===== config.mk =====
export PLATFORM = sky130hd
export DESIGN_NAME = stencil_frame_controller
export DESIGN_NICKNAME = d
export VERILOG_FILES = /design/src/rtl/stencil_ctrl_pkg.sv /design/src/rtl/stencil_frame_controller_frame_counter.sv /design/src/rtl/stencil_frame_controller.sv
export SDC_FILE = /design/constraint.sdc
export NUM_CORES = 1
export LEC_CHECK = 0
export CAP_MARGIN = 30
export CORE_MARGIN = 8
export CORE_UTILIZATION = 40
export CTS_CLUSTER_SIZE = 20
export DETAILED_ROUTE_END_ITERATION = 7
export PLACE_DENSITY = 0.71
export SLEW_MARGIN = 20
export SYNTH_ARGS = -nofsm -noshare
export SYNTH_HDL_FRONTEND = slang
export SYNTH_SLANG_ARGS = --single-unit

===== constraint.sdc =====
create_clock -name clk -period 8 [get_ports clk]
set_input_delay 0.8 -clock clk [delete_from_list [all_inputs] [get_ports clk]]
set_output_delay 0.8 -clock clk [all_outputs]
set_load 0.03 [all_outputs]

===== src/rtl/stencil_ctrl_pkg.sv =====
// Shared types and default widths for the stencil frame controller.
package stencil_ctrl_pkg;

    localparam int DATA_W_DEF = 16;
    localparam int CNT_W_DEF  = 32;

    typedef enum logic [2:0] {
        IDLE  = 3'd0,
        FLUSH = 3'd1,
        RUN   = 3'd2,
        DRAIN = 3'd3,
        DONE  = 3'd4
    } ctrl_state_e;

endpackage


===== src/rtl/stencil_frame_controller_frame_counter.sv =====
// Saturating pixel counter with clear, increment and compare against a frame target.
module frame_counter #(
    parameter int CNT_W = 32
) (
    input  logic             clk,
    input  logic             rst_n,
    input  logic             clr,
    input  logic             inc,
    input  logic [CNT_W-1:0] target,
    output logic [CNT_W-1:0] count,
    output logic             hit,
    output logic             hit_next
);

    logic [CNT_W-1:0] cnt_q;
    logic [CNT_W-1:0] cnt_nxt;

    // Next value: increment unless already pinned at all-ones.
    always_comb begin
        cnt_nxt = cnt_q;
        if (inc && (cnt_q != '1))
            cnt_nxt = cnt_q + CNT_W'(1);
    end

    // Count register; clear wins over increment.
    always_ff @(posedge clk) begin
        if (!rst_n)
            cnt_q <= '0;
        else if (clr)
            cnt_q <= '0;
        else
            cnt_q <= cnt_nxt;
    end

    assign count    = cnt_q;
    assign hit      = (cnt_q == target);
    // True when the increment taken this cycle lands exactly on the target.
    assign hit_next = inc && (cnt_nxt == target);

endmodule


===== src/rtl/stencil_frame_controller.sv =====
// Frame sequencer for a statically scheduled CGRA stencil accelerator:
// flushes it, feeds host pixels on read_en, forwards and counts its writes.
module stencil_frame_controller
    import stencil_ctrl_pkg::*;
#(
    parameter int DATA_W         = DATA_W_DEF,
    parameter int CNT_W          = CNT_W_DEF,
    parameter int FLUSH_CYCLES   = 4,
    parameter int TIMEOUT_CYCLES = 4096
) (
    input  logic              clk,
    input  logic              rst_n,
    input  logic              cfg_start,
    input  logic [CNT_W-1:0]  cfg_in_pixels,
    input  logic [CNT_W-1:0]  cfg_out_pixels,
    input  logic [DATA_W-1:0] host_data,
    input  logic              host_valid,
    output logic              host_ready,
    output logic              accel_flush,
    input  logic              accel_read_en,
    output logic [DATA_W-1:0] accel_read_data,
    input  logic              accel_write_valid,
    input  logic [DATA_W-1:0] accel_write,
    output logic              out_valid,
    output logic [DATA_W-1:0] out_data,
    output logic              busy,
    output logic              done,
    output logic              err_underrun,
    output logic              err_timeout,
    output logic [CNT_W-1:0]  in_count,
    output logic [CNT_W-1:0]  out_count
);

    localparam int FL_W  = $clog2(FLUSH_CYCLES + 1);
    localparam int TMO_W = $clog2(TIMEOUT_CYCLES + 1);
    localparam logic [FL_W-1:0]  FL_LAST  = FL_W'(FLUSH_CYCLES - 1);
    localparam logic [TMO_W-1:0] TMO_LAST = TMO_W'(TIMEOUT_CYCLES - 1);

    ctrl_state_e state_q, state_nxt;

    logic [CNT_W-1:0]  in_pixels_q;
    logic [CNT_W-1:0]  out_pixels_q;
    logic [FL_W-1:0]   flush_cnt_q;
    logic [TMO_W-1:0]  tmo_q;
    logic              err_underrun_q;
    logic              err_timeout_q;
    logic              out_valid_q;
    logic [DATA_W-1:0] out_data_q;

    logic start_acc;
    logic in_inc;
    logic fwd;
    logic flush_last;
    logic tmo_expire;
    logic in_hit, in_hit_next;
    logic out_hit, out_hit_next_unused;

    assign start_acc  = (state_q == IDLE) && cfg_start;
    assign in_inc     = (state_q == RUN) && accel_read_en;
    // Only forward writes while a frame is streaming and the quota is not met.
    assign fwd        = ((state_q == RUN) || (state_q == DRAIN)) && accel_write_valid && !out_hit;
    assign flush_last = (flush_cnt_q == FL_LAST);
    assign tmo_expire = (state_q == DRAIN) && !accel_write_valid && (tmo_q == TMO_LAST);

    frame_counter #(.CNT_W(CNT_W)) u_in_cnt (
        .clk      (clk),
        .rst_n    (rst_n),
        .clr      (start_acc),
        .inc      (in_inc),
        .target   (in_pixels_q),
        .count    (in_count),
        .hit      (in_hit),
        .hit_next (in_hit_next)
    );

    frame_counter #(.CNT_W(CNT_W)) u_out_cnt (
        .clk      (clk),
        .rst_n    (rst_n),
        .clr      (start_acc),
        .inc      (fwd),
        .target   (out_pixels_q),
        .count    (out_count),
        .hit      (out_hit),
        .hit_next (out_hit_next_unused)
    );

    // State register.
    always_ff @(posedge clk) begin
        if (!rst_n)
            state_q <= IDLE;
        else
            state_q <= state_nxt;
    end

    // Next-state logic.
    always_comb begin
        state_nxt = state_q;
        unique case (state_q)
            IDLE:  if (cfg_start) state_nxt = FLUSH;
            // Counters were cleared on start, so in_hit here means a zero-input frame.
            FLUSH: if (flush_last) state_nxt = in_hit ? DRAIN : RUN;
            RUN:   if (in_hit_next) state_nxt = DRAIN;
            DRAIN: if (out_hit || tmo_expire) state_nxt = DONE;
            DONE:  state_nxt = IDLE;
            default: state_nxt = IDLE;
        endcase
    end

    // State-decoded outputs; the read path is combinational so the accelerator never waits.
    always_comb begin
        host_ready      = 1'b0;
        accel_flush     = 1'b0;
        accel_read_data = '0;
        busy            = (state_q != IDLE);
        done            = 1'b0;
        unique case (state_q)
            FLUSH: accel_flush = 1'b1;
            RUN: begin
                host_ready      = accel_read_en;
                accel_read_data = host_valid ? host_data : '0;
            end
            DONE:  done = 1'b1;
            default: ;
        endcase
    end

    // Frame configuration latch and flush-length counter.
    always_ff @(posedge clk) begin
        if (!rst_n) begin
            in_pixels_q  <= '0;
            out_pixels_q <= '0;
            flush_cnt_q  <= '0;
        end else begin
            if (start_acc) begin
                in_pixels_q  <= cfg_in_pixels;
                out_pixels_q <= cfg_out_pixels;
            end
            flush_cnt_q <= (state_q == FLUSH) ? flush_cnt_q + FL_W'(1) : '0;
        end
    end

    // Drain watchdog: counts silent DRAIN cycles, restarts on any write.
    always_ff @(posedge clk) begin
        if (!rst_n)
            tmo_q <= '0;
        else if (start_acc)
            tmo_q <= '0;
        else if (state_q == DRAIN)
            tmo_q <= accel_write_valid ? '0 : tmo_q + TMO_W'(1);
    end

    // Sticky error flags, cleared only by reset or a new frame.
    always_ff @(posedge clk) begin
        if (!rst_n) begin
            err_underrun_q <= 1'b0;
            err_timeout_q  <= 1'b0;
        end else if (start_acc) begin
            err_underrun_q <= 1'b0;
            err_timeout_q  <= 1'b0;
        end else begin
            if (in_inc && !host_valid)
                err_underrun_q <= 1'b1;
            if (tmo_expire && !out_hit)
                err_timeout_q <= 1'b1;
        end
    end

    // Registered output stream; excess writes beyond the quota are dropped silently.
    always_ff @(posedge clk) begin
        if (!rst_n) begin
            out_valid_q <= 1'b0;
            out_data_q  <= '0;
        end else begin
            out_valid_q <= fwd;
            if (fwd)
                out_data_q <= accel_write;
        end
    end

    assign out_valid    = out_valid_q;
    assign out_data     = out_data_q;
    assign err_underrun = err_underrun_q;
    assign err_timeout  = err_timeout_q;

endmodule


==> impl_metrics.ini, run 1 <==
[place]
dp_hpwl_um = 21090
portBuffers = 204
dpl_cell_area_um2 = 10920
dp_slack_ns = 4.057
gp_routability_congestion = 0.9336

[hold_path]
min_path_type = reg2reg

[worst_setup_path]
arrival_ns = 3.96
start_kind = flop
crit_type = reg2reg
critPathRequiredTime_ns = 8.35
path_max_fanout = 13
crit_path_end_kind = flop

[final_layout]
area_growth_pct = 32.80
nets = 1351
final_common_cell = clkdlybuf4s50_1
fin_util = 0.5368
drive_gt1_frac = 0.04614
n_antenna_cell = 0
finalInstanceArea_um2 = 11610
layout_common_cells = clkdlybuf4s50_1, nand2_1, dfxtp_1, nor2_1, xor2_1

[power_and_ir_drop]
power_leakage_nw = 4.169
powerDensity_nw_per_um2 = 201.1
ir_worst_vdd_mv = 0.1875

[global_routing]
grt_max_degree = 88
first_global_vias = 7698
grt_pass1_wl_um = 43210
grt_overflow = 0
track_usage = 0.2041
antenna_found_initial = 0

[sta]
fin_skew_ns = 0.01183
hold_viol = 0
fin_setup_tns_ns = 0
holdWs_ns = 0.4308
drv_slew = 0
worst_slack_ns = 4.390
final.min_clock_period_ns = 3.610
worstMarginPinSlew_ns = 0.8231
period_share = 0.4513
setup_viol_count_final = 0
max-slew-margin-rel = 0.4513
max_freq_mhz = 277.0
rsz0062_at_grt = false

[die]
die_h_um = 163.8
std_cell_rows = 54
dieArea_um2 = 26840
dieWidth_um = 163.8
num_io_pins = 205
start_util = 0.4042
core_area_um2 = 21620

[synth]
syn_nets = 1184
synth_flop_cell = dfxtp_1
post_synth.cell_area_avg_um2 = 8.115
ys_seq_area_frac = 0.3802
synth.distinct_cells = 67
synth.ff_latch_count = 166
yosysTopAreaCell = dfxtp_1
synth_top_area_share = 0.3802
yosysWarnings = 0
postSynthCellCount = 1077
synthArstFlopShare = 0
synth.area.top_cells = dfxtp_1, nand2_1, xor2_1
synth_area_um2 = 8740
synth_edf_count = 0

[routing]
routed_wl_um = 28230
viasPerCell = 5.321
wire_per_inst_um = 18.37
drt.antenna.violating_nets = 0
vias = 8179
drcViolationCount = 0
dr.first_iter.drc_count = 434
first_pass_iters = 5

[job]
maxCapViolations = 0

[clocking]
clkSinkCount = 166
cts_made_buffers = 17
cts_max_level = 4
ctsResizeCount = 0
cts_hold_buf = 0
clkLatencyLatePin_ns = 0.43
root_buffer = clkbuf_16
cts_setup_buffers = 0
clkSlewWorstSetupHoldPaths_ns = 0.07
cts_tree = done
clk_path_buf_depth = 2

[status]
status = complete, no violations
-- cells in the mapped netlist (all sizes together), types with 4 or more instances --
| cell type | n |
|---|---|
| a21boi | 64 |
| a21oi | 24 |
| a22oi | 6 |
| a31oi | 8 |
| and2 | 22 |
| and3 | 14 |
| and4 | 10 |
| buf | 26 |
| clkbuf | 36 |
| dfxtp | 166 |
| ha | 5 |
| inv | 20 |
| mux2i | 21 |
| nand2 | 172 |
| nand2b | 5 |
| nand3 | 31 |
| nand4 | 26 |
| nor2 | 118 |
| nor2b | 21 |
| nor3 | 28 |
| nor3b | 6 |
| nor4 | 27 |
| o21a | 4 |
| o21ai | 25 |
| or2 | 4 |
| or3 | 15 |
| or4 | 7 |
| xnor2 | 62 |
| xor2 | 67 |
-- area by class of cell --
type,instances,area [um^2]
Clock inverter,15,259.0
Multi-Input combinational cell,829,5091
Fill cell,2041,10010
Timing Repair Buffer,210,2082
Clock buffer,17,425.4
Tap cell,280,350.3
Sequential cell,166,3323
Inverter,20,75.07
-- cells by family after synthesis --
family,after synthesis,synth area share
AND/OR/NAND/NOR,513,0.2929
AO/OA/AOI/OAI,160,0.1271
flip-flops,166,0.3802
XOR/XNOR,129,0.1293
multiplexers,22,0.02534
adder cells (fa/ha/maj),5,0.007158
buffers and inverters,82,0.03794
-- critical path: stages, from the launching register on --
cell      delay (ns)
dfxtp_1         0.65
nand4_4         0.25
or4_4           0.62
or4_1           0.48
nand2_1         0.22
mux2i_1         0.40
o2111a_1        0.23
nand4_1         0.08
or4_1           0.42
a31oi_1         0.18
-- path summary, 6_finish.rpt --
path,start,endpoint,slack (ns),cells past startpoint
worst max-delay path,u_in_cnt.count[7],state_q[0],4.39,9
worst min-delay path,flush_cnt_q[0],flush_cnt_q[0],0.43,1
worst max register to register,u_in_cnt.count[7],state_q[0],4.39,9
worst min register to register,flush_cnt_q[0],flush_cnt_q[0],0.43,1
-- report_power, final --
group          switching (mW)  total, mW  internal [mW]
sequential             0.0515      0.929          0.877
clock                   0.369      0.965          0.596
combinational           0.258      0.441          0.183
total                   0.678       2.33           1.66
-- through the flow --
step | cells | total power [mW]
CTS | 1537 | 2.349
global route | 1537 | 2.427
global placement | 1505 | 1.383
finish | 1537 | 2.335
detailed placement | 1505 | 1.387
floorplan | 1077 | 1.205
-- routing by layer --
metal | track usage | wire, um | up-vias
li1 | - | - | 4024
met1 | 0.2681 | 12770 | 3833
met3 | 0.03584 | 1799 | 41
met5 | 0 | 0 | -
met4 | 0.07810 | 718 | 0
met2 | 0.3287 | 12940 | 281
-- sequential cells by signal (all words and copies together), names as in the netlist --
name and cells:
u_in_cnt.count 32, u_out_cnt.count 32, out_valid 1, state_q 3, err_underrun 1, out_data 16, flush_cnt_q 3, tmo_q 13
in_pixels_q 32, err_timeout 1, out_pixels_q 32
Power figures use the tool's default switching activity.
==> run 2: changes to the inputs <==
--- a/config.mk
+++ b/config.mk
@@ -10,7 +10,7 @@
 export CORE_UTILIZATION = 40
 export CTS_CLUSTER_SIZE = 20
 export DETAILED_ROUTE_END_ITERATION = 7
-export PLACE_DENSITY = 0.71
+export PLACE_DENSITY = 0.74
 export SLEW_MARGIN = 20
 export SYNTH_ARGS = -nofsm -noshare
 export SYNTH_HDL_FRONTEND = slang
==> constraint.sdc (replaced) <==
create_clock -name clk -period 3.1 [get_ports clk]
set_input_delay 0.31 -clock clk [delete_from_list [all_inputs] [get_ports clk]]
set_output_delay 0.31 -clock clk [all_outputs]
set_load 0.03 [all_outputs]
==> impl_metrics.ini, run 2 (synthesis results as in run 1) <==
[worst_setup_path]
start_kind = flop
ff2ff_path_depth = 9
path_max_fanout = 3
r2r-end = state_q[0]
regToRegSetupSlack_ns = 0.06
arrival_ns = 3.40
critPathRequiredTime_ns = 3.46
rr_startpoint = u_in_cnt.count[13]
crit_path_end_kind = flop
crit_type = reg2reg

[global_routing]
grt_overflow = 0
grt_pass1_wl_um = 45680
first_global_vias = 8395
antenna_found_initial = 0
track_usage = 0.2165
grt_max_degree = 87

[clocking]
clk_path_buf_depth = 2
clkSlewWorstSetupHoldPaths_ns = 0.08
clkLatencyLatePin_ns = 0.44
cts_hold_buf = 0
cts_tree = done
cts_made_buffers = 17
cts_max_level = 4
clkSinkCount = 166
root_buffer = clkbuf_16

[job]
maxCapViolations = 0

[sta]
final.min_clock_period_ns = 3.036
max-slew-margin-rel = 0.5191
drv_slew = 0
max_freq_mhz = 329.4
fin_skew_ns = 0.01791
setup_viol_count_final = 0
hold_viol = 0
period_share = 0.9793
worstMarginPinSlew_ns = 0.7213

[routing]
routed_wl_um = 29560
vias = 8594
dr.first_iter.drc_count = 724
first_pass_iters = 5
drcViolationCount = 0
wire_per_inst_um = 17.99
viasPerCell = 5.231
drt.antenna.violating_nets = 0

[final_layout]
final_common_cell = clkdlybuf4s50_1
fillers = 1988
layout_common_cells = clkdlybuf4s50_1, nand2_1, dfxtp_1, nor2_1, buf_4
finalInstanceArea_um2 = 12440
n_antenna_cell = 0
drive_gt1_frac = 0.1401
area_growth_pct = 42.29
nets = 1457

[die]
start_util = 0.4042
std_cell_rows = 54
num_io_pins = 205
dieArea_um2 = 26840
die_h_um = 163.8
dieWidth_um = 163.8
core_area_um2 = 21620

[status]
status = complete, no violations

[hold_path]
min_path_cells = 3
min_to = tmo_q[3]
min_path_type = in2reg
min-delay-start = rst_n

[power_and_ir_drop]
finalPower_mw = 5.836
power_leakage_nw = 4.689
powerDensity_nw_per_um2 = 469.3
ir_worst_vdd_mv = 0.3964

[place]
dp_hpwl_um = 23350
portBuffers = 204
dpl_cell_area_um2 = 11710
gp_routability_congestion = 0.9455
-- run 2: cell count changes in the layout (fill, tap and decap cells not counted), sizes merged --
cell,previous run,this run
buf,7,113
clkinv,2,4
inv,27,29
clkinvlp,0,1
bufinv,6,1
-- run 2: layout make-up --
| cell class | instances | area, um^2 | share of cell area |
|---|---|---|---|
| clock buffer | 17 | 425.4 | 0.03421 |
| clock inverter | 15 | 196.4 | 0.01580 |
| inverter | 20 | 75.07 | 0.006037 |
| multi-input combinational | 829 | 5160 | 0.4149 |
| sequential | 166 | 3338 | 0.2684 |
| tap | 280 | 350.3 | 0.02817 |
| timing repair buffer | 316 | 2890 | 0.2324 |
-- run 2: worst max path at each step --
stage / slack, ns / depth (start not counted) / from / to
after detailed placement: -0.11 / 12 / accel_read_en / state_q[0]
after CTS: 0.01 / 11 / u_in_cnt.count[1] / state_q[0]
after global routing: -0.01 / 12 / u_in_cnt.count[3] / state_q[0]
after floorplan: 0.00006 / 10 / u_in_cnt.count[3] / state_q[0]
after global placement: -0.08 / 12 / accel_read_en / state_q[0]
final: 0.06 / 9 / u_in_cnt.count[13] / state_q[0]
-- run 2: worst max-delay path, cell delays in order (launching register included) --
cell     delay, ns
dfxtp_1       0.35
nand4_2       0.18
or4_4         0.55
or4_4         0.46
and2_4        0.17
mux2i_1       0.11
a31oi_1       0.24
o22ai_1       0.16
or4_1         0.55
a31oi_1       0.18
-- run 2: power breakdown --
part           total (mW)  internal [mW]  switching, mW
Sequential           2.38           2.26          0.116
Combinational        1.22          0.526          0.692
Clock                2.24           1.18           1.06
-- run 2: timing repair --
action / CTS / global route
setup endpoints to repair: 1 / 1
resized for setup: 0 / 20
pin swaps: 1 / 6
setup buffers: 2 / 2
-- run 2: metrics by stage --
step	std cells	util	TNS (ns)	hold WS (ns)	setup WS, ns
detailed placement	1607	0.5416	-0.1131	0.4348	-0.1131
global placement	1607	0.5416	-0.08014	0.4071	-0.08014
floorplan	1077	-	0	0.3979	0.00005951
CTS	1641	0.5711	0	0.3402	0.01181
global route	1643	0.5752	-0.01178	0.3536	-0.01178
finish	1643	0.5752	0	0.3497	0.06420
-- run 2: metal layers --
metal,vias to the layer above,wire [um],part of all wire,track usage
li1,4241,-,-,-
met1,4025,13240,0.45,0.2802
met2,293,13830,0.47,0.3593
met3,35,1875,0.063,0.03960
met4,0,614,0.021,0.06818
met5,-,0,0,0
==> run 3: changes to the inputs <==
--- a/config.mk
+++ b/config.mk
@@ -10,7 +10,7 @@
 export CORE_UTILIZATION = 40
 export CTS_CLUSTER_SIZE = 20
 export DETAILED_ROUTE_END_ITERATION = 7
-export PLACE_DENSITY = 0.74
+export PLACE_DENSITY = 0.69
 export SLEW_MARGIN = 20
 export SYNTH_ARGS = -nofsm -noshare
 export SYNTH_HDL_FRONTEND = slang
==> impl_metrics.ini, run 3 (synthesis results as in run 1) <==
[final_layout]
layout_common_cells = clkdlybuf4s50_1, nand2_1, dfxtp_1, nor2_1, buf_4
fillers = 2006
nets = 1458
regArea_um2 = 3334
drive_gt1_frac = 0.1349
multi_input_area_um2 = 5144
final_common_cell = clkdlybuf4s50_1
finalInstanceArea_um2 = 12420
instances_no_fill = 1645
area_growth_pct = 42.16

[worst_setup_path]
crit_path_end_kind = flop
path_max_fanout = 4
critPathRequiredTime_ns = 3.46
arrival_ns = 3.39
start_kind = flop
crit_type = reg2reg

[sta]
setup_viol_count_final = 0
fin_setup_tns_ns = 0
worstMarginPinSlew_ns = 0.7426
rsz0062_at_grt = true
hold_viol = 0
fin_skew_ns = 0.01021
max_freq_mhz = 330.9
period_share = 0.9747
max-slew-margin-rel = 0.5050
drv_slew = 0
final.min_clock_period_ns = 3.022

[clocking]
cts_made_buffers = 17
cts_tree = done
clkSinkCount = 166
clkSlewWorstSetupHoldPaths_ns = 0.08
clk_path_buf_depth = 2
cts_hold_buf = 0
cts_max_level = 4
clkLatencyLatePin_ns = 0.44
root_buffer = clkbuf_16

[place]
dpl_cell_area_um2 = 11750
gp_routability_congestion = 0.9719
portBuffers = 204
dp_hpwl_um = 23440
post-place-cells = 1611

[power_and_ir_drop]
powerDensity_nw_per_um2 = 469.0
ir_worst_vdd_mv = 0.3321
power_leakage_nw = 4.697
finalPower_mw = 5.827

[routing]
wire_per_inst_um = 18.44
viasPerCell = 5.267
drt.antenna.violating_nets = 0
drcViolationCount = 0
dr.first_iter.drc_count = 648
routed_wl_um = 30330
vias = 8665
first_pass_iters = 5

[global_routing]
grt_pass1_wl_um = 46440
busiest_layer = met2
first_global_vias = 8248
met2_usage = 0.3542
track_usage = 0.2226
grt_max_degree = 65
use_met1 = 0.2949
use_met3 = 0.04787
grt_overflow = 0
antenna_found_initial = 1

[die]
dieWidth_um = 163.8
std_cell_rows = 54
dieArea_um2 = 26840
die_h_um = 163.8
num_io_pins = 205
start_util = 0.4042
core_area_um2 = 21620

[hold_path]
min_path_type = in2reg

[job]
maxCapViolations = 0

[status]
status = complete, no violations
run 3: cell count changes in the layout (fill, tap and decap cells not counted), sizes merged:
| cell | change |
|---|---|
| inv | -1 |
| diode | +1 |
| clkinvlp | +1 |
| buf | +1 |
| clkinv | -1 |
| bufinv | +1 |
run 3: timing repair:
action | 4_1_cts | 5_1_grt
cloned | 0 | 0
pin swaps | 0 | 4
gates resized for setup | 1 | 12
setup buffers | 0 | 1
endpoints found under the setup margin | 1 | 3
run 3: per-layer routing:
metal  share of wire  routed length, um
met1            0.46              13840
met2            0.46              13940
met3           0.062               1889
met4           0.022                668
met5               0                  0
run 3: power by group:
group	switching, mW	total (mW)	internal, mW
clock network	0.998	2.22	1.22
registers	0.112	2.38	2.26
logic	0.701	1.23	0.530
run 3: layout make-up:
type,count,area share
clock buffer,17,0.03424
sequential,166,0.2684
inverter,20,0.006042
tap,280,0.02820
clock inverter,15,0.01470
multi-input combinational,829,0.4140
timing repair buffer,317,0.2342
antenna,1,0.0002014
run 3: final timing paths:
path / end / start / depth (start not counted) / slack, ns
max: state_q[0] / u_in_cnt.count[1] / 10 / 0.08
min: in_pixels_q[2] / rst_n / 2 / 0.40
max reg2reg: state_q[0] / u_in_cnt.count[1] / 10 / 0.08
min reg2reg: flush_cnt_q[0] / flush_cnt_q[0] / 1 / 0.42
run 3: metrics by stage:
step | utilization | setup slack [ns] | hold WS, ns
final | 0.5747 | 0.07829 | 0.3951
after global routing | 0.5747 | -0.06145 | 0.4002
after CTS | 0.5718 | 0.03316 | 0.3933
after detailed placement | 0.5436 | -0.1091 | 0.4119
after global placement | 0.5436 | 0.02982 | 0.4059
after floorplan | - | 0.00005951 | 0.3979
run 3: critical path, cell delays in order, from the launching register on:
cell     delay [ns]
dfxtp_1        0.35
ha_2           0.20
nand3_2        0.08
or4_4          0.46
or4_4          0.45
and2_1         0.18
mux2i_1        0.12
a31oi_1        0.23
o22ai_1        0.13
or4_1          0.56
a31oi_1        0.17
